`src/rtl/dds_cfg_loader_if.sv`:
```
// Serial config link into the DDS loader plus the register/status bundle it drives.
// master = host/serial side, slave = loader side.
interface dds_cfg_loader_if #(
  parameter int TUNE_W  = 16,
  parameter int PHASE_W = 14
);
  logic               cs_n;
  logic               sclk;
  logic               sdata;
  logic [TUNE_W-1:0]  tune_word;
  logic [PHASE_W-1:0] phase_off;
  logic               out_en;
  logic [1:0]         wave_sel;
  logic               cfg_stb;
  logic               frame_err;
  logic               busy;

  modport master (
    output cs_n, sclk, sdata,
    input  tune_word, phase_off, out_en, wave_sel, cfg_stb, frame_err, busy
  );

  modport slave (
    input  cs_n, sclk, sdata,
    output tune_word, phase_off, out_en, wave_sel, cfg_stb, frame_err, busy
  );
endinterface

```
`src/rtl/dds_cfg_loader.sv`:
```
// Serial {addr,data} frame loader for the DDS tuning/phase/control registers.
// cs_n pin rise to register update and cfg_stb is SYNC_STAGES+2 clk edges; no backpressure.
module dds_cfg_loader #(
  parameter int TUNE_W      = 16,
  parameter int PHASE_W     = 14,
  parameter int ADDR_W      = 4,
  parameter int DATA_W      = 16,
  parameter int SYNC_STAGES = 2
) (
  input logic         clk,
  input logic         rst_n,
  input logic         ena,
  dds_cfg_loader_if.slave cfg
);
  localparam int FRAME_W = ADDR_W + DATA_W;
  localparam int CNT_W   = $clog2(FRAME_W + 2);
  localparam logic [CNT_W-1:0] CNT_FULL = CNT_W'(FRAME_W);
  localparam logic [CNT_W-1:0] CNT_OVF  = CNT_W'(FRAME_W + 1);

  typedef enum logic [1:0] {IDLE, SHIFT, COMMIT} state_t;

  state_t state_q, state_d;
  logic [SYNC_STAGES-1:0] cs_sync_q, cs_sync_d;
  logic [SYNC_STAGES-1:0] sclk_sync_q, sclk_sync_d;
  logic [SYNC_STAGES-1:0] sd_sync_q, sd_sync_d;
  logic cs_prev_q, cs_prev_d, sclk_prev_q, sclk_prev_d;
  logic [FRAME_W-1:0] shift_q, shift_d;
  logic [CNT_W-1:0]   cnt_q, cnt_d;
  logic [TUNE_W-1:0]  tune_word_q, tune_word_d;
  logic [PHASE_W-1:0] phase_off_q, phase_off_d;
  logic               out_en_q, out_en_d;
  logic [1:0]         wave_sel_q, wave_sel_d;
  logic               cfg_stb_q, cfg_stb_d;
  logic               frame_err_q, frame_err_d;

  logic cs_s, sclk_s, sd_s;
  logic cs_fall, cs_rise, sclk_rise;
  logic [ADDR_W-1:0] frame_addr;
  logic [DATA_W-1:0] frame_data;
  logic frame_ok;

  assign cs_s      = cs_sync_q[SYNC_STAGES-1];
  assign sclk_s    = sclk_sync_q[SYNC_STAGES-1];
  assign sd_s      = sd_sync_q[SYNC_STAGES-1];
  assign cs_fall   = cs_prev_q & ~cs_s;
  assign cs_rise   = ~cs_prev_q & cs_s;
  assign sclk_rise = ~sclk_prev_q & sclk_s;

  assign frame_addr = shift_q[FRAME_W-1 -: ADDR_W];
  assign frame_data = shift_q[DATA_W-1:0];
  assign frame_ok   = (cnt_q == CNT_FULL) && (frame_addr < ADDR_W'(3));

  always_comb begin
    cs_sync_d   = {cs_sync_q[SYNC_STAGES-2:0], cfg.cs_n};
    sclk_sync_d = {sclk_sync_q[SYNC_STAGES-2:0], cfg.sclk};
    sd_sync_d   = {sd_sync_q[SYNC_STAGES-2:0], cfg.sdata};
    cs_prev_d   = cs_s;
    sclk_prev_d = sclk_s;
    state_d     = state_q;
    shift_d     = shift_q;
    cnt_d       = cnt_q;
    tune_word_d = tune_word_q;
    phase_off_d = phase_off_q;
    out_en_d    = out_en_q;
    wave_sel_d  = wave_sel_q;
    cfg_stb_d   = 1'b0;
    frame_err_d = frame_err_q;

    case (state_q)
      IDLE: begin
        // Only a falling edge starts a frame, so a cs_n already low is ignored.
        if (ena && cs_fall) begin
          state_d = SHIFT;
          shift_d = '0;
          cnt_d   = '0;
        end
      end
      SHIFT: begin
        if (!ena) begin
          state_d = IDLE;
        end else if (cs_rise) begin
          state_d = COMMIT;
        end else if (sclk_rise) begin
          shift_d = {shift_q[FRAME_W-2:0], sd_s};
          if (cnt_q != CNT_OVF) cnt_d = cnt_q + 1'b1;
        end
      end
      COMMIT: begin
        state_d = IDLE;
        if (frame_ok) begin
          if (frame_addr == ADDR_W'(0)) begin
            tune_word_d = frame_data[TUNE_W-1:0];
          end else if (frame_addr == ADDR_W'(1)) begin
            phase_off_d = frame_data[PHASE_W-1:0];
          end else begin
            out_en_d   = frame_data[0];
            wave_sel_d = frame_data[2:1];
          end
          cfg_stb_d   = 1'b1;
          frame_err_d = 1'b0;
        end else begin
          frame_err_d = 1'b1;
        end
      end
      default: state_d = IDLE;
    endcase
  end

  // Synchronisers reset low so a cs_n held low through reset never looks like a new frame.
  always_ff @(posedge clk or negedge rst_n) begin
    if (!rst_n) begin
      state_q     <= IDLE;
      cs_sync_q   <= '0;
      sclk_sync_q <= '0;
      sd_sync_q   <= '0;
      cs_prev_q   <= 1'b0;
      sclk_prev_q <= 1'b0;
      shift_q     <= '0;
      cnt_q       <= '0;
      tune_word_q <= '0;
      phase_off_q <= '0;
      out_en_q    <= 1'b0;
      wave_sel_q  <= 2'b00;
      cfg_stb_q   <= 1'b0;
      frame_err_q <= 1'b0;
    end else begin
      state_q     <= state_d;
      cs_sync_q   <= cs_sync_d;
      sclk_sync_q <= sclk_sync_d;
      sd_sync_q   <= sd_sync_d;
      cs_prev_q   <= cs_prev_d;
      sclk_prev_q <= sclk_prev_d;
      shift_q     <= shift_d;
      cnt_q       <= cnt_d;
      tune_word_q <= tune_word_d;
      phase_off_q <= phase_off_d;
      out_en_q    <= out_en_d;
      wave_sel_q  <= wave_sel_d;
      cfg_stb_q   <= cfg_stb_d;
      frame_err_q <= frame_err_d;
    end
  end

  assign cfg.tune_word = tune_word_q;
  assign cfg.phase_off = phase_off_q;
  assign cfg.out_en    = out_en_q;
  assign cfg.wave_sel  = wave_sel_q;
  assign cfg.cfg_stb   = cfg_stb_q;
  assign cfg.frame_err = frame_err_q;
  assign cfg.busy      = (state_q == SHIFT);
endmodule
```
`src/flat_wrapper.sv`:
```
// flat-port wrapper written by rule: the top's interface ports become plain ports
module dds_cfg_loader_flat 
#(
  parameter int TUNE_W      = 16,
  parameter int PHASE_W     = 14,
  parameter int ADDR_W      = 4,
  parameter int DATA_W      = 16,
  parameter int SYNC_STAGES = 2
)
  (clk, rst_n, ena, cfg_cs_n, cfg_sclk, cfg_sdata, cfg_tune_word, cfg_phase_off, cfg_out_en, cfg_wave_sel, cfg_cfg_stb, cfg_frame_err, cfg_busy);
  dds_cfg_loader_if #(.TUNE_W(TUNE_W), .PHASE_W(PHASE_W)) cfg_i ();
  input logic clk;
  input logic rst_n;
  input logic ena;
  input wire logic [$bits(cfg_i.cs_n)-1:0] cfg_cs_n;
  input wire logic [$bits(cfg_i.sclk)-1:0] cfg_sclk;
  input wire logic [$bits(cfg_i.sdata)-1:0] cfg_sdata;
  output wire logic [$bits(cfg_i.tune_word)-1:0] cfg_tune_word;
  output wire logic [$bits(cfg_i.phase_off)-1:0] cfg_phase_off;
  output wire logic [$bits(cfg_i.out_en)-1:0] cfg_out_en;
  output wire logic [$bits(cfg_i.wave_sel)-1:0] cfg_wave_sel;
  output wire logic [$bits(cfg_i.cfg_stb)-1:0] cfg_cfg_stb;
  output wire logic [$bits(cfg_i.frame_err)-1:0] cfg_frame_err;
  output wire logic [$bits(cfg_i.busy)-1:0] cfg_busy;
  assign cfg_i.cs_n = cfg_cs_n;
  assign cfg_i.sclk = cfg_sclk;
  assign cfg_i.sdata = cfg_sdata;
  assign cfg_tune_word = cfg_i.tune_word;
  assign cfg_phase_off = cfg_i.phase_off;
  assign cfg_out_en = cfg_i.out_en;
  assign cfg_wave_sel = cfg_i.wave_sel;
  assign cfg_cfg_stb = cfg_i.cfg_stb;
  assign cfg_frame_err = cfg_i.frame_err;
  assign cfg_busy = cfg_i.busy;
  dds_cfg_loader #(.TUNE_W(TUNE_W), .PHASE_W(PHASE_W), .ADDR_W(ADDR_W), .DATA_W(DATA_W), .SYNC_STAGES(SYNC_STAGES)) u_core (.clk(clk), .rst_n(rst_n), .ena(ena), .cfg(cfg_i));
endmodule
```
`config.mk`:
```
export PLATFORM = sky130hd
export DESIGN_NAME = dds_cfg_loader_flat
export DESIGN_NICKNAME = d
export VERILOG_FILES = /design/src/rtl/dds_cfg_loader_if.sv /design/src/rtl/dds_cfg_loader.sv /design/src/flat_wrapper.sv
export SDC_FILE = /design/constraint.sdc
export NUM_CORES = 1
export LEC_CHECK = 0
export ABC_AREA = 1
export CORE_MARGIN = 10
export CORE_UTILIZATION = 40
export DETAILED_ROUTE_END_ITERATION = 10
export PLACE_DENSITY = 0.73
export SLEW_MARGIN = 20
export SYNTH_ARGS = -nofsm -noshare
export SYNTH_HDL_FRONTEND = slang
export SYNTH_SLANG_ARGS = --single-unit
```
`constraint.sdc`:
```
create_clock -name clk -period 1.4 [get_ports clk]
set_input_delay 0.28 -clock clk [delete_from_list [all_inputs] [get_ports clk]]
set_output_delay 0.28 -clock clk [all_outputs]
set_load 0.005 [all_outputs]
```
==> results.toml <==
[cells_and_area]
drive_gt1_share_pct = 40.46
syn_to_final_growth_pct = 54.57
n_antenna_cell = 0
num-nets-final = 439
final_util_pct = 64.11

[synthesis]
syn_area_per_cell_um2 = 9.022
yosys-top-cells-area = "dfrtp_1 (58%), nand2_1 (16%), nand3_1 (7.9%), nand4_1 (4.1%), nor2_4 (1.9%)"
netlist.area_leader.share_pct = 57.61
synth.most_common_cell = "nand2_1"
synthArstFlopShare_pct = 100.0
yosys.area_share.simple_pct = 34.86
synth_common_cells = "nand2_1 (132), dfrtp_1 (70), nand3_1 (48)"
ys_ff_latch = 70
synth_fa_ha_area_share_pct = 1.235
yosysWarningCount = 0
synth_edf_count = 0
syn_inst = 337
synth_fp_nets = 346
yosysUniqueCellTypes = 23
yosys.area_share.xor_xnor_pct = 0
synth_top_family_by_area = "simple AND/OR/NAND/NOR gates"
ys.flop_type = "dfrtp_1"
synthMuxAreaShare_pct = 0
synth_area_leader_cell = "dfrtp_1"
yosysSeqAreaShare_pct = 57.61
syn_area_mm2 = 0.003040
synth-compound-area-share_pct = 1.029

[critical_path]
critPathMostFrequentCell = "nand2_1"
r2r_setup_slack_ps = -110
slowest_stage = "dfrtp_2"
crit_chain = "buf_6 -> inv_2 -> nand2_1 -> nor2_1 -> nand3_1 -> nand2_4 -> clkbuf_16 -> nand3_2 -> nand2_1"
slowest_delay_ps = 440
crit_path_start_kind = "flip-flop"
critPathKind = "flip-flop to flip-flop"
cp.arrival_ps = 1800
cp_data_required_time_ps = 1690
crit_path_end_kind = "flip-flop"
crit_path_max_fanout = 5

[cts]
clkSinkCount = 70
cts_root_buf = "clkbuf_8"
clock_latency_ps = 360
clk_pin_slew_ps = 80
cts_tree = "yes"
htreeDepth = 3
cts_buffer_depth = 2
cts_made_buffers = 9

[sta]
finalClockSkew_ps = 5.100
rsz0062_at_grt = "yes"
tightest_slew_ps = 381.1
layout_min_cycle_time_ps = 1510
setup_slack_ps = -109.7
maxSlewHeadroom_pct = 74.60
maxClockFrequency_mhz = 662.4
hold_viol = 0
finalSetupTns_ps = -2500
maxSlewViolCount = 0
setup_viol = 59
final.period_utilization_pct = 107.8

[worst_hold_path]
hp-class = "primary input to flip-flop"

[die]
top_level_ports = 42
fp.dieH_um = 107.2
fp.coreArea_mm2 = 0.007331
start_util_pct = 41.47
num_rows = 31
die-area_mm2 = 0.01149
die_x_um = 107.2

[drt]
drt_wl_total_um = 9631
drtIter0Drc = 257
via_count = 2794
drc_errors = 0
ant_nets = 0
drt-pass1-iter-count = 4
vias_per_cell = 5.232
wire_per_inst_um = 18.04

[pwr]
ir_drop_v = 0.0005670
powerDensity_mw_per_mm2 = 893.0
p_leak_nw = 2.436

[place]
place_hpwl_um = 4816
place.gp.congestion = 0.7975
portBuffers = 41

[grt]
grt_remaining_overflow = 0
grt_max_degree = 71
first_global_vias = 2723
antenna_found_initial = 0
globalRouteTotalUtil_pct = 14.51
grt_pass1_wl_um = 13340

[outcome]
violations = "setup timing"
outcome = "complete, but fails checks"

[run]
cap_violations = 0
cell usage in the layout, fill, tap and decap left out, types with 2 or more instances in the layout:
| cell | synthesis | routed |
|---|---|---|
| nand2_1 | 132 | 92 |
| dfrtp_1 | 70 | 68 |
| nand2_2 | 1 | 35 |
| dlygate4sd2_1 | 0 | 35 |
| nand3_2 | 2 | 29 |
| nand4_1 | 20 | 20 |
| buf_6 | 2 | 20 |
| buf_4 | 5 | 20 |
| nand3_1 | 48 | 15 |
| inv_1 | 14 | 10 |
| clkbuf_8 | 0 | 10 |
| inv_2 | 4 | 8 |
| nor2_1 | 14 | 8 |
| nor2_4 | 5 | 7 |
| nand2_4 | 2 | 7 |
| nand3_4 | 0 | 7 |
| buf_12 | 0 | 6 |
| nor2_2 | 0 | 4 |
| clkbuf_16 | 0 | 4 |
| clkdlybuf4s50_1 | 0 | 4 |
| nand2_8 | 0 | 2 |
| o21ai_2 | 1 | 2 |
| clkinvlp_4 | 0 | 2 |
| buf_8 | 0 | 2 |
| dfrtp_2 | 0 | 2 |
critical path: cells and delay by family, from the launching register on:
kind,cells,cell delay [ps]
buf+inv,3,350
simple gates,6,630
flops,1,440
logic make-up (layout without fill, tap and decap cells):
kind of cell	count (synthesis)	after routing
AND/OR/NAND/NOR	227	229
flip-flops	70	70
AO/OA/AOI/OAI	5	5
adder cells (fa/ha/maj)	3	3
buffers and inverters	32	128
final timing paths:
| path | start | to | depth (start not counted) |
|---|---|---|---|
| max reg2reg | u_core.state_q[1] | u_core.shift_q[5] | 9 |
| min reg2reg | u_core.cs_sync_q[0] | u_core.cs_sync_q[1] | 0 |
| max | u_core.state_q[1] | u_core.shift_q[5] | 9 |
| min | cfg_cs_n | u_core.cs_sync_q[0] | 1 |
| max in group asynchronous | rst_n | u_core.shift_q[0] | 3 |
| min in group asynchronous | rst_n | u_core.cs_sync_q[0] | 3 |
final cells by class:
cell class	count	area [um2]
clock buffer	11	141.4
clock inverter	5	58.81
fill	535	2631
inverter	18	67.56
multi-input combinational	237	1559
sequential	70	1754
tap	99	123.9
timing repair buffer	94	994.7
stage by stage:
step	cells	setup WS (ps)	instance area, um2	power [W]	hold WS [ps]
3_5_place_dp	487	-231.7	3695	0.002364	330.0
6_report	534	-109.7	4700	0.004197	350.8
4_1_cts	525	-43.69	4158	0.004030	352.3
5_1_grt	534	-156.1	4700	0.004313	346.3
3_3_place_gp	487	-189.2	3695	0.002358	327.0
2_1_floorplan	337	7.316	3040	0.002210	-15.59
per-layer routing:
layer / wire length, um / global-route usage [%] / part of all wire (%)
met5: 0 / 0 / 0
met4: 398 / 7.544 / 4.1
met3: 577 / 4.072 / 6.0
met2: 4899 / 23.52 / 51
met1: 3757 / 17.15 / 39
repair_timing:
item,in CTS,in global routing
hold buffers,1,0
endpoints found under the setup margin,56,60
pin swaps,17,44
setup buffers,16,3
gates resized for setup,68,106
cloned,5,6
endpoints found under the hold margin,70,0
power breakdown:
group	internal [W]	leakage [nW]	switching, W	total, W
logic	0.000201	1.39	0.000231	0.000432
clock network	0.000872	0.0955	0.000824	0.00170
registers	0.00205	0.954	0.0000190	0.00207
sequential cells by signal, summed over array words and instances, names as in the netlist:
signal	cells
u_core.sclk_sync_q	2
u_core.cfg.phase_off	14
u_core.cs_prev_q	1
u_core.cfg.frame_err	1
u_core.sclk_prev_q	1
u_core.cfg.cfg_stb	1
u_core.cfg.wave_sel	2
u_core.cfg.out_en	1
u_core.state_q	2
u_core.cs_sync_q	2
u_core.shift_q	20
u_core.cfg.tune_word	16
u_core.cnt_q	5
u_core.sd_sync_q	2
No activity file was read; power rests on OpenSTA's default activity.
